### src/rtl/breakout_pkg.sv
// rtl/breakout_pkg.sv - shared state encoding and default constants for the game sequencer
package breakout_pkg;

    typedef enum logic [2:0] {
        ST_ATTRACT    = 3'd0,
        ST_SERVE_WAIT = 3'd1,
        ST_PLAY       = 3'd2,
        ST_BALL_OUT   = 3'd3,
        ST_GAME_OVER  = 3'd4
    } game_state_e;

    localparam int DEF_BALL_OUT_FRAMES  = 60;
    localparam int DEF_GAME_OVER_FRAMES = 120;
    localparam int DEF_CREDIT_MAX       = 15;

    localparam int CREDIT_W = 4;
    localparam int BALLS_W  = 3;

    // Balls granted to each player at game start, chosen by the ball-count switch
    function automatic logic [BALLS_W-1:0] balls_per_game(input logic five_ball);
        return five_ball ? BALLS_W'(5) : BALLS_W'(3);
    endfunction

endpackage

### src/rtl/credit_counter.sv
// rtl/credit_counter.sv - credit accumulator with coin add, start debit and saturation
module credit_counter
    import breakout_pkg::*;
#(
    parameter int CREDIT_MAX = DEF_CREDIT_MAX
) (
    input  logic                clk_i,
    input  logic                reset_i,
    input  logic                coin_i,
    input  logic                double_i,
    input  logic [1:0]          debit_i,
    output logic [CREDIT_W-1:0] credits_o
);

    localparam int W = CREDIT_W + 2;
    localparam logic [W-1:0] SAT = W'(CREDIT_MAX);

    logic [CREDIT_W-1:0] credits_q, credits_d;
    logic [W-1:0]        add_w, sum_w, debit_w, net_w;

    // Net of coin and debit is formed first, then clamped to the ceiling
    always_comb begin
        add_w   = '0;
        if (coin_i) begin
            add_w = double_i ? W'(2) : W'(1);
        end
        sum_w   = W'(credits_q) + add_w;
        debit_w = W'(debit_i);
        net_w   = (sum_w < debit_w) ? '0 : (sum_w - debit_w);
        credits_d = (net_w > SAT) ? CREDIT_W'(CREDIT_MAX) : net_w[CREDIT_W-1:0];
    end

    // Credit register
    always_ff @(posedge clk_i) begin
        if (reset_i) begin
            credits_q <= '0;
        end else begin
            credits_q <= credits_d;
        end
    end

    assign credits_o = credits_q;

endmodule

### src/rtl/game_sequencer.sv
// rtl/game_sequencer.sv - coin-op game mode sequencer: credits, serves, ball turns, game over
module game_sequencer
    import breakout_pkg::*;
#(
    parameter int BALL_OUT_FRAMES  = DEF_BALL_OUT_FRAMES,
    parameter int GAME_OVER_FRAMES = DEF_GAME_OVER_FRAMES,
    parameter int CREDIT_MAX       = DEF_CREDIT_MAX
) (
    input  logic                clk_drv_i,
    input  logic                reset_i,
    input  logic                frame_tick_i,
    input  logic                coin_i,
    input  logic                s3_i,
    input  logic                s4_i,
    input  logic                p1_start_n_i,
    input  logic                p2_start_n_i,
    input  logic                serve_n_i,
    input  logic                ball_lost_i,
    input  logic                wall_cleared_i,
    output logic                attract_o,
    output logic                serve_wait_o,
    output logic                ball_active_o,
    output logic                player2_o,
    output logic                set_bricks_o,
    output logic [BALLS_W-1:0]  balls_left_o,
    output logic [CREDIT_W-1:0] credits_o,
    output logic [2:0]          state_o
);

    localparam int FRAME_MAX = (BALL_OUT_FRAMES > GAME_OVER_FRAMES) ? BALL_OUT_FRAMES
                                                                    : GAME_OVER_FRAMES;
    localparam int CNT_W = $clog2(FRAME_MAX + 1);

    game_state_e         state_q, state_d;
    logic [BALLS_W-1:0]  balls1_q, balls1_d;
    logic [BALLS_W-1:0]  balls2_q, balls2_d;
    logic                player2_q, player2_d;
    logic                two_player_q, two_player_d;
    logic                wall_pending_q, wall_pending_d;
    logic                set_bricks_q, set_bricks_d;
    logic [CNT_W-1:0]    frame_cnt_q, frame_cnt_d;
    logic                entry_q;

    logic [1:0]          debit;
    logic                start_game;
    logic                count_tick;
    logic [BALLS_W-1:0]  cur_balls, other_balls;
    logic [CREDIT_W-1:0] credits;

    credit_counter #(
        .CREDIT_MAX (CREDIT_MAX)
    ) u_credit_counter (
        .clk_i     (clk_drv_i),
        .reset_i   (reset_i),
        .coin_i    (coin_i),
        .double_i  (s3_i),
        .debit_i   (debit),
        .credits_o (credits)
    );

    // Next-state, turn bookkeeping and frame counting for the game flow
    always_comb begin
        state_d        = state_q;
        balls1_d       = balls1_q;
        balls2_d       = balls2_q;
        player2_d      = player2_q;
        two_player_d   = two_player_q;
        wall_pending_d = wall_pending_q;
        set_bricks_d   = 1'b0;
        frame_cnt_d    = frame_cnt_q;
        debit          = 2'd0;
        start_game     = 1'b0;
        // A tick landing in the first cycle of a state is not counted
        count_tick     = frame_tick_i && !entry_q;
        cur_balls      = player2_q ? balls2_q : balls1_q;
        other_balls    = player2_q ? balls1_q : balls2_q;

        case (state_q)
            ST_ATTRACT: begin
                if (!p2_start_n_i && credits >= CREDIT_W'(2)) begin
                    debit        = 2'd2;
                    two_player_d = 1'b1;
                    start_game   = 1'b1;
                end else if (!p1_start_n_i && credits >= CREDIT_W'(1)) begin
                    debit        = 2'd1;
                    two_player_d = 1'b0;
                    start_game   = 1'b1;
                end
                if (start_game) begin
                    balls1_d       = balls_per_game(s4_i);
                    balls2_d       = (debit == 2'd2) ? balls_per_game(s4_i) : '0;
                    player2_d      = 1'b0;
                    wall_pending_d = 1'b0;
                    set_bricks_d   = 1'b1;
                    state_d        = ST_SERVE_WAIT;
                end
            end
            ST_SERVE_WAIT: begin
                if (!serve_n_i) begin
                    state_d = ST_PLAY;
                end
            end
            ST_PLAY: begin
                if (wall_cleared_i) begin
                    wall_pending_d = 1'b1;
                end
                if (ball_lost_i) begin
                    if (cur_balls != '0) begin
                        if (player2_q) balls2_d = balls2_q - BALLS_W'(1);
                        else           balls1_d = balls1_q - BALLS_W'(1);
                    end
                    state_d = ST_BALL_OUT;
                end
            end
            ST_BALL_OUT: begin
                if (count_tick) begin
                    if (frame_cnt_q == CNT_W'(BALL_OUT_FRAMES - 1)) begin
                        if (two_player_q && other_balls != '0) begin
                            player2_d = !player2_q;
                            state_d   = ST_SERVE_WAIT;
                        end else if (cur_balls != '0) begin
                            state_d   = ST_SERVE_WAIT;
                        end else begin
                            state_d   = ST_GAME_OVER;
                        end
                    end else begin
                        frame_cnt_d = frame_cnt_q + CNT_W'(1);
                    end
                end
            end
            ST_GAME_OVER: begin
                if (count_tick) begin
                    if (frame_cnt_q == CNT_W'(GAME_OVER_FRAMES - 1)) begin
                        state_d = ST_ATTRACT;
                    end else begin
                        frame_cnt_d = frame_cnt_q + CNT_W'(1);
                    end
                end
            end
            default: begin
                state_d = ST_ATTRACT;
            end
        endcase

        // A cleared wall is rebuilt as the next serve begins
        if (state_d == ST_SERVE_WAIT && state_q != ST_SERVE_WAIT && wall_pending_q) begin
            set_bricks_d   = 1'b1;
            wall_pending_d = 1'b0;
        end

        if (state_d != state_q) begin
            frame_cnt_d = '0;
        end
    end

    // State and bookkeeping registers
    always_ff @(posedge clk_drv_i) begin
        if (reset_i) begin
            state_q        <= ST_ATTRACT;
            balls1_q       <= '0;
            balls2_q       <= '0;
            player2_q      <= 1'b0;
            two_player_q   <= 1'b0;
            wall_pending_q <= 1'b0;
            set_bricks_q   <= 1'b0;
            frame_cnt_q    <= '0;
            entry_q        <= 1'b1;
        end else begin
            state_q        <= state_d;
            balls1_q       <= balls1_d;
            balls2_q       <= balls2_d;
            player2_q      <= player2_d;
            two_player_q   <= two_player_d;
            wall_pending_q <= wall_pending_d;
            set_bricks_q   <= set_bricks_d;
            frame_cnt_q    <= frame_cnt_d;
            entry_q        <= (state_d != state_q);
        end
    end

    assign attract_o     = (state_q == ST_ATTRACT);
    assign serve_wait_o  = (state_q == ST_SERVE_WAIT);
    assign ball_active_o = (state_q == ST_PLAY);
    assign player2_o     = player2_q;
    assign set_bricks_o  = set_bricks_q;
    assign balls_left_o  = player2_q ? balls2_q : balls1_q;
    assign credits_o     = credits;
    assign state_o       = state_q;

endmodule

### config.mk
export PLATFORM = sky130hd
export DESIGN_NAME = game_sequencer
export DESIGN_NICKNAME = d
export VERILOG_FILES = /design/src/rtl/breakout_pkg.sv /design/src/rtl/credit_counter.sv /design/src/rtl/game_sequencer.sv
export SDC_FILE = /design/constraint.sdc
export NUM_CORES = 1
export LEC_CHECK = 0
export ABC_AREA = 1
export CAP_MARGIN = 10
export CORE_AREA = 2 2 81 83
export DETAILED_ROUTE_END_ITERATION = 8
export DIE_AREA = 0 0 83 85
export PLACE_DENSITY = 0.52
export SLEW_MARGIN = 0
export SYNTH_ARGS = -nofsm -noshare
export SYNTH_HDL_FRONTEND = slang
export SYNTH_SLANG_ARGS = --single-unit
### constraint.sdc
create_clock -name clk_drv_i -period 5.9 [get_ports clk_drv_i]
set_input_delay 1.475 -clock clk_drv_i [delete_from_list [all_inputs] [get_ports clk_drv_i]]
set_output_delay 1.475 -clock clk_drv_i [all_outputs]
set_load 0.02 [all_outputs]
==> out/qor.csv <==
stage,metric,value,unit
outcome,status,finished clean,
sta,worstMarginPinSlew,0.403,ns
die,rows,29,
pwr,leakage,0.938,nW
critical_path,end_kind,flop,
logic_synthesis,syn-num-nets,291,
drt,route.detailed.drc,0,
logic_synthesis,synthTopCellsByArea,"dfxtp_1 28%, nand2_1 14%, inv_1 9.3%, ha_1 4.9%, xor2_1 4.9%",
placement,io_buffers,25,
grt,antenna_found_initial,0,
logic_synthesis,synth_top_area_share,28.1,%
layout,drive_gt1_share,12.7,%
logic_synthesis,yosys_warnings,0,
sta,setup_viol,0,
clock_network,clk_path_buf_depth,2,
pwr,clkPwrFrac,12.4,%
pwr,peakVddDrop,0.000210,V
pwr,combPwrFrac,60.3,%
logic_synthesis,synth_area,1780,µm²
drt,first_pass_iters,4,
clock_network,cts_hold_buf,0,
drt,vias,1634,
critical_path,required,6.10,ns
sta,max_freq,281,MHz
sta,setup_tns,0,ns
critical_path,r2r_end,u_credit_counter.credits_o[0]$_SDFF_PP0_,
logic_synthesis,synth_cells,271,
sta,fin_ws,2.34,ns
critical_path,arrival,3.76,ns
critical_path,path_cells,"clkdlybuf4s50_1, inv_1, nor2_1, ha_1, fa_1, fa_1, o2111ai_1, nand3_1, nand2_1, inv_1",
drt,ant_nets,0,
pwr,power,0.000902,W
clock_network,cts_num_sinks,25,
hold_path,whs_path_depth,2,
critical_path,cp_max_fo,4,
die,initial_core_util,28.7,%
sta,rsz0062_at_grt,false,
logic_synthesis,synth_seq_cells,25,
hold_path,whs_endpoint,balls1_q[0]$_SDFFE_PP0P_,
grt,overflow,0,
pwr,pwr-share-seq,27.2,%
drt,drt_iter0_drc,95,
layout,area_growth,21.6,%
sta,layout_min_cycle_time,3.56,ns
layout,instances_no_fill,376,
logic_synthesis,seq_area_frac_synth,28.1,%
die,ios,26,
pwr,p_switching,0.000426,W
critical_path,reg2reg_from,state_o[1]$_SDFF_PP0_,
grt,grt_pass1_wl,7040,µm
drt,vias_per_cell,4.35,
grt,grt_pass1_vias,1588,
critical_path,r2r_setup_slack,3.43,ns
clock_network,cts_buffers,3,
critical_path,cp_num_buf_inv,3,
sta,finalMaxSlewViolations,0,
die,core_area,6200,µm²
clock_network,clkTransAtPathRegs,0.11,ns
clock_network,worstSkewPairLatency,0.28,ns
clock_network,cts_setup_buffers,0,
drt,drt-total-wl,3960,µm
sta,slew_headroom,72.9,%
pwr,swShare,47.2,%
placement,place_congestion,0.829,
critical_path,path_delay_family,adder cells,
clock_network,clock-root-buffer,clkbuf_8,
sta,min_period_over_period,60.4,%
layout,num-nets-final,320,
clock_network,htree_levels,1,
clock_network,cts_tree,done,
flow_run,drv_cap,0,
placement,place_ws,2.03,ns
grt,grtUsageTotal,12.1,%
pwr,pwr_density_cell,416,nW/µm²
die,die_h,85,µm
critical_path,rr_worst_depth,12,
drt,wire_per_inst,10.5,µm
sta,skew,0.0150,ns
sta,whs,0.471,ns
clock_network,cts.repair.resized,0,
critical_path,cp-start-kind,primary input,
logic_synthesis,synth_top_area_cell,dfxtp_1,
die,die_x,83,µm
critical_path,critPathMaxStageDelay,0.51,ns
placement,dpl.hpwl,3110,µm
pwr,p_int,0.000476,W
layout,num_antenna_cells,0,
hold_path,min_from,balls1_q[0]$_SDFFE_PP0P_,
critical_path,crit_type,in2reg,
sta,hold_violations,0,
hold_path,hold_class,reg2reg,
critical_path,crit_slowest_cell,fa_1,
placement,dp_cells,372,
logic_synthesis,avgSynthCellArea,6.57,µm²
logic_synthesis,synth_cell_types,29,
die,dieArea,7060,µm²
grt,grt_max_degree,17,
## state kept, by name, summed over array words and instances, names as in the netlist
signal                      flops
frame_cnt_q                     7
state_o                         3
two_player_q                    1
set_bricks_o                    1
u_credit_counter.credits_o      4
wall_pending_q                  1
balls1_q                        3
entry_q                         1
balls2_q                        3
player2_o                       1
## logic make-up after synthesis
group / Yosys count / share of synthesized area (%)
buffers and inverters: 56 / 12.2
flip-flops: 25 / 28.1
AND/OR/NAND/NOR: 140 / 38.4
AO/OA/AOI/OAI: 31 / 9.21
XOR/XNOR: 10 / 4.92
adder cells (fa/ha/maj): 9 / 7.17
## Yosys cell counts
cell,n
nand2_1,66
inv_1,44
dfxtp_1,25
nor2_1,21
nand3_1,16
o21ai_0,16
nor2_2,13
a21oi_1,11
xor2_1,10
inv_2,9
ha_1,7
nand4_1,5
nor3_1,5
nor2_4,3
clkinv_1,2
fa_1,2
nand2_2,2
nand3_2,2
or2_2,2
a31oi_1,1
buf_6,1
nand3_4,1
nand3b_1,1
nand3b_2,1
nor3_4,1
nor3b_1,1
o2111ai_1,1
o211ai_1,1
o22ai_1,1
## worst reg2reg max path: stages, from the launching register on
cell,delay (ns)
dfxtp_1,0.36
inv_2,0.15
nand2_1,0.12
nor2_2,0.21
inv_2,0.08
nor3_1,0.25
ha_1,0.19
inv_1,0.06
fa_1,0.44
o2111ai_1,0.31
nand3_1,0.11
nand2_1,0.08
inv_1,0.04
## cell type report
type / instances / area (µm²)
Sequential cell: 25 / 500
Tap cell: 77 / 96.3
Inverter: 55 / 206
Fill cell: 687 / 4040
Clock inverter: 1 / 8.76
Clock buffer: 3 / 41.3
Timing Repair Buffer: 25 / 250
Multi-Input combinational cell: 190 / 1060
## layer usage
layer / wire (µm) / part of all wire (%) / global-route usage [%]
met4: 61 / 1.5 / 4.47
met1: 2100 / 53 / 17.1
met5: 0 / 0 / 0
met2: 1660 / 42 / 18.8
met3: 137 / 3.5 / 1.56
## power by group through the flow
stage | Combinational, W | Sequential, W | Clock, W
after global placement | 0.000547 | 0.000251 | 0
after global routing | 0.000625 | 0.000254 | 0.000123
after floorplan | 0.000376 | 0.000264 | 0
after CTS | 0.000553 | 0.000247 | 0.000118
final | 0.000544 | 0.000246 | 0.000112
after detailed placement | 0.000547 | 0.000250 | 0
## how the worst max path moves through the flow
stage | startpoint | to | slack [ns] | depth (start not counted)
5_1_grt | coin_i | u_credit_counter.credits_o[2]$_SDFF_PP0_ | 2.17 | 10
3_5_place_dp | coin_i | u_credit_counter.credits_o[0]$_SDFF_PP0_ | 2.03 | 10
6_report | coin_i | u_credit_counter.credits_o[0]$_SDFF_PP0_ | 2.34 | 10
3_3_place_gp | coin_i | u_credit_counter.credits_o[2]$_SDFF_PP0_ | 2.08 | 10
4_1_cts | coin_i | u_credit_counter.credits_o[0]$_SDFF_PP0_ | 2.33 | 10
2_1_floorplan | coin_i | u_credit_counter.credits_o[1]$_SDFF_PP0_ | 2.63 | 9
## cell usage in the layout, fill, tap and decap left out
cell type	synthesis	final
fa_1	2	2
a31oi_1	1	1
nor2_2	13	13
nand3b_2	1	1
o21ai_0	16	16
nor2_4	3	3
nand3_2	2	2
o2111ai_1	1	1
nand3_1	16	16
nor2_1	21	21
nand2_2	2	2
o211ai_1	1	1
clkinv_1	2	2
clkdlybuf4s50_1	0	25
ha_1	7	7
inv_6	0	1
a21oi_1	11	11
or2_2	2	2
inv_2	9	9
inv_1	44	44
nand4_1	5	5
nor3_1	5	5
o22ai_1	1	1
nand2_1	66	66
clkbuf_8	0	3
dfxtp_1	25	25
nor3_4	1	1
nand3_4	1	1
xor2_1	10	10
nor3b_1	1	1
nand3b_1	1	1
## stage by stage
| stage | area (µm²) | utilization (%) |
|---|---|---|
| 4_1_cts | 2170 | 34.9 |
| 3_5_place_dp | 2120 | 34.1 |
| 2_1_floorplan | 1780 | - |
| 3_3_place_gp | 2120 | 34.1 |
| 5_1_grt | 2170 | 34.9 |
| 6_report | 2170 | 34.9 |
No activity file was read; power rests on OpenSTA's default activity.
